`config.mk`:
```
export PLATFORM = sky130hd
export DESIGN_NAME = snn_step_sequencer
export DESIGN_NICKNAME = d
export VERILOG_FILES = /design/src/rtl/snn_pkg.sv /design/src/rtl/snn_wdump.sv /design/src/rtl/snn_step_sequencer.sv
export SDC_FILE = /design/constraint.sdc
export NUM_CORES = 1
export LEC_CHECK = 0
export ABC_CLOCK_PERIOD_IN_PS = 15000
export CORE_AREA = 2 2 200 202
export CTS_CLUSTER_DIAMETER = 60
export DETAILED_ROUTE_END_ITERATION = 10
export DIE_AREA = 0 0 202 204
export HOLD_SLACK_MARGIN = 0.12
export RECOVER_POWER = 25
export SETUP_SLACK_MARGIN = 0.3
export SYNTH_ARGS = -nofsm -noshare
export SYNTH_HDL_FRONTEND = slang
export SYNTH_SLANG_ARGS = --single-unit
```
`constraint.sdc`:
```
create_clock -name clk -period 15 [get_ports clk]
set_input_delay 3 -clock clk [delete_from_list [all_inputs] [get_ports clk]]
set_output_delay 3 -clock clk [all_outputs]
set_load 0.01 [all_outputs]
```
`src/rtl/snn_pkg.sv`:
```
// snn_pkg: shared types and defaults for the SNN timestep sequencer slice.
package snn_pkg;

   localparam int unsigned SNN_F = 48;
   localparam int unsigned SNN_N = 96;

   typedef logic signed [15:0] w16_t;

   typedef enum logic [1:0] {
      S_IDLE,
      S_STEP,
      S_CAPTURE,
      S_DUMP
   } seq_state_e;

endpackage

```
`src/rtl/snn_wdump.sv`:
```
// snn_wdump: weight readback sweep. It walks rb_addr over 0..DEPTH-1 and
// produces one valid/ready word per address. It returns to address 0 after
// the final word.
module snn_wdump
   import snn_pkg::*;
#(
   parameter int unsigned DEPTH = SNN_F * SNN_N,
   parameter int unsigned AW    = $clog2(DEPTH)
) (
   input  logic          clk,
   input  logic          rst,
   input  logic          active,
   input  logic          dump_ready,
   input  w16_t          rb_data,
   output logic [AW-1:0] rb_addr,
   output logic          dump_valid,
   output w16_t          dump_data,
   output logic          dump_last,
   output logic          done
);

   localparam logic [AW-1:0] LAST_ADDR = AW'(DEPTH - 1);

   logic at_last;

   // word stream qualifiers, decoded from the registered DUMP state only
   always_comb begin
      at_last    = (rb_addr == LAST_ADDR);
      dump_valid = active;
      dump_data  = active ? rb_data : '0;
      dump_last  = active && at_last;
      done       = active && dump_ready && at_last;
   end

   // address advances once per accepted word and wraps to 0 after the final word
   always_ff @(posedge clk or posedge rst) begin
      if (rst) begin
         rb_addr <= '0;
      end else if (active && dump_ready) begin
         rb_addr <= at_last ? '0 : rb_addr + AW'(1);
      end
   end

endmodule

```
`src/rtl/snn_step_sequencer.sv`:
```
// snn_step_sequencer: accepts one event frame per timestep and advances the
// core by exactly one gated clock per frame. It returns the resulting spike
// vector.
// Define SNN_SEQ_DUMP_EN to sweep and stream all F*N weights after the last
// frame of a sample.
module snn_step_sequencer
   import snn_pkg::*;
#(
   parameter int unsigned F  = SNN_F,
   parameter int unsigned N  = SNN_N,
   parameter int unsigned AW = $clog2(F * N)
) (
   input  logic                clk,
   input  logic                rst,
   input  logic                in_valid,
   output logic                in_ready,
   input  logic [F-1:0]        in_events,
   input  logic                in_last,
   input  logic                cfg_learn,
   output logic                core_clk_en,
   output logic [F-1:0]        core_event_vec,
   input  logic [N-1:0]        core_spikes_vec,
   output logic                core_stdp_enable,
   output logic [F-1:0]        core_stdp_pre_bits,
   output logic [N-1:0]        core_stdp_post_bits,
   output logic [AW-1:0]       core_rb_addr,
   input  logic signed [15:0]  core_rb_data,
   output logic                out_valid,
   input  logic                out_ready,
   output logic [N-1:0]        out_spikes,
   output logic [15:0]         out_step,
   output logic                dump_valid,
   input  logic                dump_ready,
   output logic signed [15:0]  dump_data,
   output logic                dump_last,
   output logic                busy
);

   seq_state_e   state, state_nxt;
   logic [F-1:0] frame_q;
   logic         last_q;
   logic         learn_q;
   logic [N-1:0] prev_spk;
   logic [15:0]  step_q;
   logic         in_fire;
   logic         cap_fire;

   assign in_fire  = in_valid && (state == S_IDLE);
   assign cap_fire = (state == S_CAPTURE) && out_ready;
   assign out_step = step_q;

`ifdef SNN_SEQ_DUMP_EN
   logic dump_done;

   snn_wdump #(
      .DEPTH (F * N),
      .AW    (AW)
   ) u_wdump (
      .clk        (clk),
      .rst        (rst),
      .active     (state == S_DUMP),
      .dump_ready (dump_ready),
      .rb_data    (core_rb_data),
      .rb_addr    (core_rb_addr),
      .dump_valid (dump_valid),
      .dump_data  (dump_data),
      .dump_last  (dump_last),
      .done       (dump_done)
   );
`else
   logic unused_dump;

   assign core_rb_addr = '0;
   assign dump_valid   = 1'b0;
   assign dump_data    = '0;
   assign dump_last    = 1'b0;
   assign unused_dump  = ^{dump_ready, core_rb_data};
`endif

   // state register
   always_ff @(posedge clk or posedge rst) begin
      if (rst) begin
         state <= S_IDLE;
      end else begin
         state <= state_nxt;
      end
   end

   // next-state: STEP lasts exactly one cycle; CAPTURE waits for the consumer
   always_comb begin
      state_nxt = state;
      case (state)
         S_IDLE:    if (in_fire) state_nxt = S_STEP;
         S_STEP:    state_nxt = S_CAPTURE;
         S_CAPTURE: begin
            if (out_ready) begin
`ifdef SNN_SEQ_DUMP_EN
               state_nxt = last_q ? S_DUMP : S_IDLE;
`else
               state_nxt = S_IDLE;
`endif
            end
         end
`ifdef SNN_SEQ_DUMP_EN
         S_DUMP:    if (dump_done) state_nxt = S_IDLE;
`endif
         default:   state_nxt = S_IDLE;
      endcase
   end

   // outputs decoded from the registered state only, so core_clk_en is glitch-free
   always_comb begin
      in_ready            = 1'b0;
      busy                = (state != S_IDLE);
      core_clk_en         = 1'b0;
      core_event_vec      = '0;
      core_stdp_enable    = 1'b0;
      core_stdp_pre_bits  = '0;
      core_stdp_post_bits = '0;
      out_valid           = 1'b0;
      out_spikes          = '0;
      case (state)
         S_IDLE: in_ready = 1'b1;
         S_STEP: begin
            core_clk_en    = 1'b1;
            core_event_vec = frame_q;
            if (learn_q) begin
               core_stdp_enable    = 1'b1;
               core_stdp_pre_bits  = frame_q;
               core_stdp_post_bits = prev_spk;
            end
         end
         S_CAPTURE: begin
            out_valid  = 1'b1;
            out_spikes = core_spikes_vec;
         end
         default: ;
      endcase
   end

   // frame latch at accept; spike history and step index update at result handshake
   always_ff @(posedge clk or posedge rst) begin
      if (rst) begin
         frame_q  <= '0;
         last_q   <= 1'b0;
         learn_q  <= 1'b0;
         prev_spk <= '0;
         step_q   <= '0;
      end else begin
         if (in_fire) begin
            frame_q <= in_events;
            last_q  <= in_last;
            learn_q <= cfg_learn;
         end
         if (cap_fire) begin
            if (last_q) begin
               prev_spk <= '0;
               step_q   <= '0;
            end else begin
               prev_spk <= core_spikes_vec;
               step_q   <= step_q + 16'd1;
            end
         end
      end
   end

endmodule

```
* Word level (Yosys, flattened, before mapping) *
Cells that the tools add are included.

word-level totals
  register bits after elaboration = 164
  word-level logic and storage cells = 32
  output and inout bits = 340
  input bits = 167

cells by class
  multiplexer cells = 16
  $add $sub $neg = 1
  equality and inequality tests = 4
  reductions and logical operators = 5

operators with widths
  kind                     number
  $mux W96                 4
  $mux W48                 3
  $add A16 B1 Y16 const B  1
  $mux W16                 1
  $pmux W2 S3              1
  $mux W1                  5
  $mux W2                  2
  $ne A2 B2 Y1 const B     2
  $eq A2 B1 Y1 const B     1
  $eq A2 B2 Y1 const B     1
  $logic_and A1 B1 Y1      2
  $logic_not A2 Y1         1
  $reduce_and A2 Y1        1
  $reduce_bool A2 Y1       1

* Depth between registers and ports, before layout *
  word-level depth = 4
  depth in mapped cells = 6
  gate-level depth less buffers = 5

* Least setup slack after synthesis *
No wires, ideal clock.

  kind = input port to output port
  start = input core_spikes_vec[0]
  end = output out_spikes[0]
  setup slack = 8.854 ns
  stages on the path = 1
  arrival = 3.146 ns
  required time = 12.000 ns
  path through = and2_1

on the way
  longest elaborated chain between the ends = 1

RTL lines
  item             RTL line                   RTL
  start, declared  snn_step_sequencer.sv:22   input logic [N-1:0] core_spikes_vec,
  $mux W96         snn_step_sequencer.sv:122  case (state)
  end, declared    snn_step_sequencer.sv:30   output logic [N-1:0] out_spikes,

No other way between the ends.

==> impl_metrics.csv <==
group,metric,value,unit
worst_setup_path,reg2reg_depth,4,
worst_setup_path,required,14.33,ns
worst_setup_path,timing.rr.end,"frame_q[0]",
floorplanning,die_area,41200,µm²
place,place_worst_setup_slack,7.66,ns
synthesis,synth_adder_area_share,0.140,%
synthesis,synthArstFlopShare,100,%
synthesis,synthMuxAreaShare,6.43,%
layout,drive_gt1_share,6.80,%
drt,vias,8123,
worst_setup_path,crit_type,"in2async",
synthesis,synthDistinctLibCells,29,
pwr,total_power,0.00232,W
timing,layout_setup_ws,7.32,ns
drt,route.detailed.drc,0,
clock_tree,cts_tree,"yes",
run_status,status,"finished with violations",
synthesis,synth_compound_area_share,6.55,%
synthesis,synth_area_per_cell,9.04,µm²
clock_tree,htreeDepth,4,
drt,drtAntennaViolNets,0,
synthesis,synthesis.instances,988,
clock_tree,clk_latency,0.44,ns
synthesis,seq_area_frac_synth,45.9,%
grt,grt_pass1_vias,7946,
worst_hold_path,hold_depth,2,
synthesis,ys_ff_latch,164,
drt,first_pass_iters,4,
drt,drt_iter0_markers,305,
grt,grt_pass1_wl,47.5,mm
clock_tree,cts_root_buf,"clkbuf_16",
layout,final_area,14500,µm²
synthesis,yosys_warnings,0,
synthesis,synth_top_area_share,45.9,%
drt,detail_route.wirelength,31.5,mm
worst_setup_path,start_kind,"input pin",
synthesis,synth-simple-area-share,33.8,%
flow_run,drv_cap,4,
timing,rsz0062_at_grt,"no",
place,hpwlAfterDp,22.4,mm
timing,worstMarginPinSlew,3.76,ns
drt,vias_per_cell,4.22,
timing,max_freq,130,MHz
synthesis,synth_edf_count,0,
synthesis,synth_top_area_cell,"dfrtp_1",
grt,grt_antenna_before_repair,1,
run_status,violations,"capacitance limit, slew limit",
timing,hold_viol,0,
clock_tree,cts_max_path_buffers,2,
layout,fin_nets,1553,
pwr,power.density,160,nW/µm²
grt,grt_max_degree,122,
synthesis,synth_area,8930,µm²
layout,area_growth,61.8,%
layout,register_area,4110,µm²
worst_setup_path,ff2ff_setup_slack,11.39,ns
timing,slew_headroom,-150,%
clock_tree,cts.sinks,164,
clock_tree,cts_made_buffers,17,
clock_tree,clk_pin_slew,0.07,ns
synthesis,yosys-top-cells-area,"dfrtp_1, and2_1, and3_1, nand2b_1, mux2_2",
pwr,p_leak,6.35,nW
floorplanning,io_pins,507,
timing,skew,0.00995,ns
synthesis,ys.flop_type,"dfrtp_1",
timing,setup_viol,0,
place,place_congestion,0.779,
pwr,irDropWorstVdd,0.0837,mV
timing,hold_ws,0.471,ns
worst_setup_path,endpoint_kind,"async pin",
timing,setup_tns,0,ns
grt,grt_overflow,0,
timing,final_max_slew_viol_count,221,
floorplanning,die_x,202,µm
floorplanning,placementRows,73,
layout,nFillCells,3980,
place,post_dp_cell_area,13800,µm²
worst_hold_path,hp-class,"reg2reg",
timing,finalCriticalPeriod,7.68,ns
place,io_buffer_count,458,
worst_setup_path,worstPathArrival,7.01,ns
worst_hold_path,hold_path.startpoint,"prev_spk[48]",
timing,fin_crit_sh,51.2,%
synthesis,synth_top_family_by_area,"simple AND/OR/NAND/NOR gates",
drt,drt-wirelength-per-cell,16.4,µm
floorplanning,initial_core_util,22.8,%
worst_hold_path,hold_end,"prev_spk[48]",
floorplanning,fp.dieH,204,µm
floorplanning,design.core.area,39200,µm²
layout,multi_input_area,4360,µm²
grt,grt.total_usage,15.0,%
worst_setup_path,cp_max_fo,61,
synthesis,synth_xor_area_share,0.490,%
worst_setup_path,r2r-start,"state[1]",
clock_tree,cts.repair.resized,0,
clock_tree,cts.hold.buffers_added,0,
clock_tree,cts_setup_buffers,0,
## cell usage after synthesis (2+ instances only)
library cell    n
nand2b_1       98
buf_4          31
o21ai_0       103
or3_1           6
dfrtp_1       164
inv_1           7
or4_1           4
o211ai_1        3
and2_1        146
nor2b_1         2
clkbuf_1       88
nand3_1         5
nor2_1          6
mux2_2         51
nor3_1          3
and3_1        145
a21oi_1         5
nand2_1       106
a21o_1          2
xnor2_1         4
## layout by cell type (no fill, tap or decap), drive strengths merged, types with 6 or more instances in the layout
cell           count
clkdlybuf4s50    455
dfrtp            164
and2             146
and3             145
nand2            106
o21ai            103
nand2b            98
mux2              51
conb              31
clkbuf            23
inv                8
buf                7
nor2               6
or3                6
## worst max path at each step
stage | startpoint | end | slack [ns] | cells after the start
4_1_cts | core_spikes_vec[0] | out_spikes[0] | 7.65 | 3
6_report | rst | learn_q | 7.32 | 3
2_1_floorplan | rst | frame_q[0] | 7.57 | 1
5_1_grt | rst | prev_spk[48] | 6.16 | 3
3_3_place_gp | core_spikes_vec[0] | out_spikes[0] | 7.67 | 3
3_5_place_dp | core_spikes_vec[0] | out_spikes[0] | 7.66 | 3
## metrics by stage
stage | std cells | util (%)
after floorplan | 1018 | -
after global placement | 1891 | 35.3
after detailed placement | 1891 | 35.3
after CTS | 1923 | 36.9
after global routing | 1924 | 36.9
final | 1924 | 36.9
## cell type report
type                       count  share of cell area (%)
clock inverter                12                    1.38
antenna                        1                  0.0173
sequential                   164                    28.4
clock buffer                  20                    3.09
timing repair buffer         468                    32.2
multi-input combinational    727                    30.2
tap                          525                    4.54
inverter                       7                   0.190
## report_power, final
| group | switching (W) | internal [W] | total [W] | leakage [nW] |
|---|---|---|---|---|
| registers | 0.000151 | 0.000628 | 0.000779 | 2.08 |
| clock network | 0.000193 | 0.000301 | 0.000494 | 0.319 |
| logic | 0.000485 | 0.000559 | 0.00104 | 3.95 |
| total | 0.000830 | 0.00149 | 0.00232 | 6.35 |
## flip-flops by register name (all words and copies together), names as in the netlist
name	count
frame_q	48
last_q	1
learn_q	1
out_step	16
prev_spk	96
state	2
## cells by family (layout without fill, tap and decap cells)
kind of cell | after synthesis | count (layout)
DFF | 164 | 164
buffers and inverters | 127 | 507
adders and majority gates | 1 | 1
other | 1 | 32
muxes | 51 | 51
xor gates and xnor gates | 5 | 5
and+or+nand+nor | 525 | 525
AOI/OAI and AO/OA | 114 | 114
## routing by layer
metal	global-route usage [%]	wire, µm
met1	18.6	13800
met2	24.9	15000
met3	5.13	2390
met4	4.15	336
met5	0	0
## worst max-delay path, cell delays in order
cell and delay (ns):
dlygate4sd3_1 0.55, clkinvlp_2 1.00, clkbuf_1 2.40
Power figures use the tool's default switching activity.
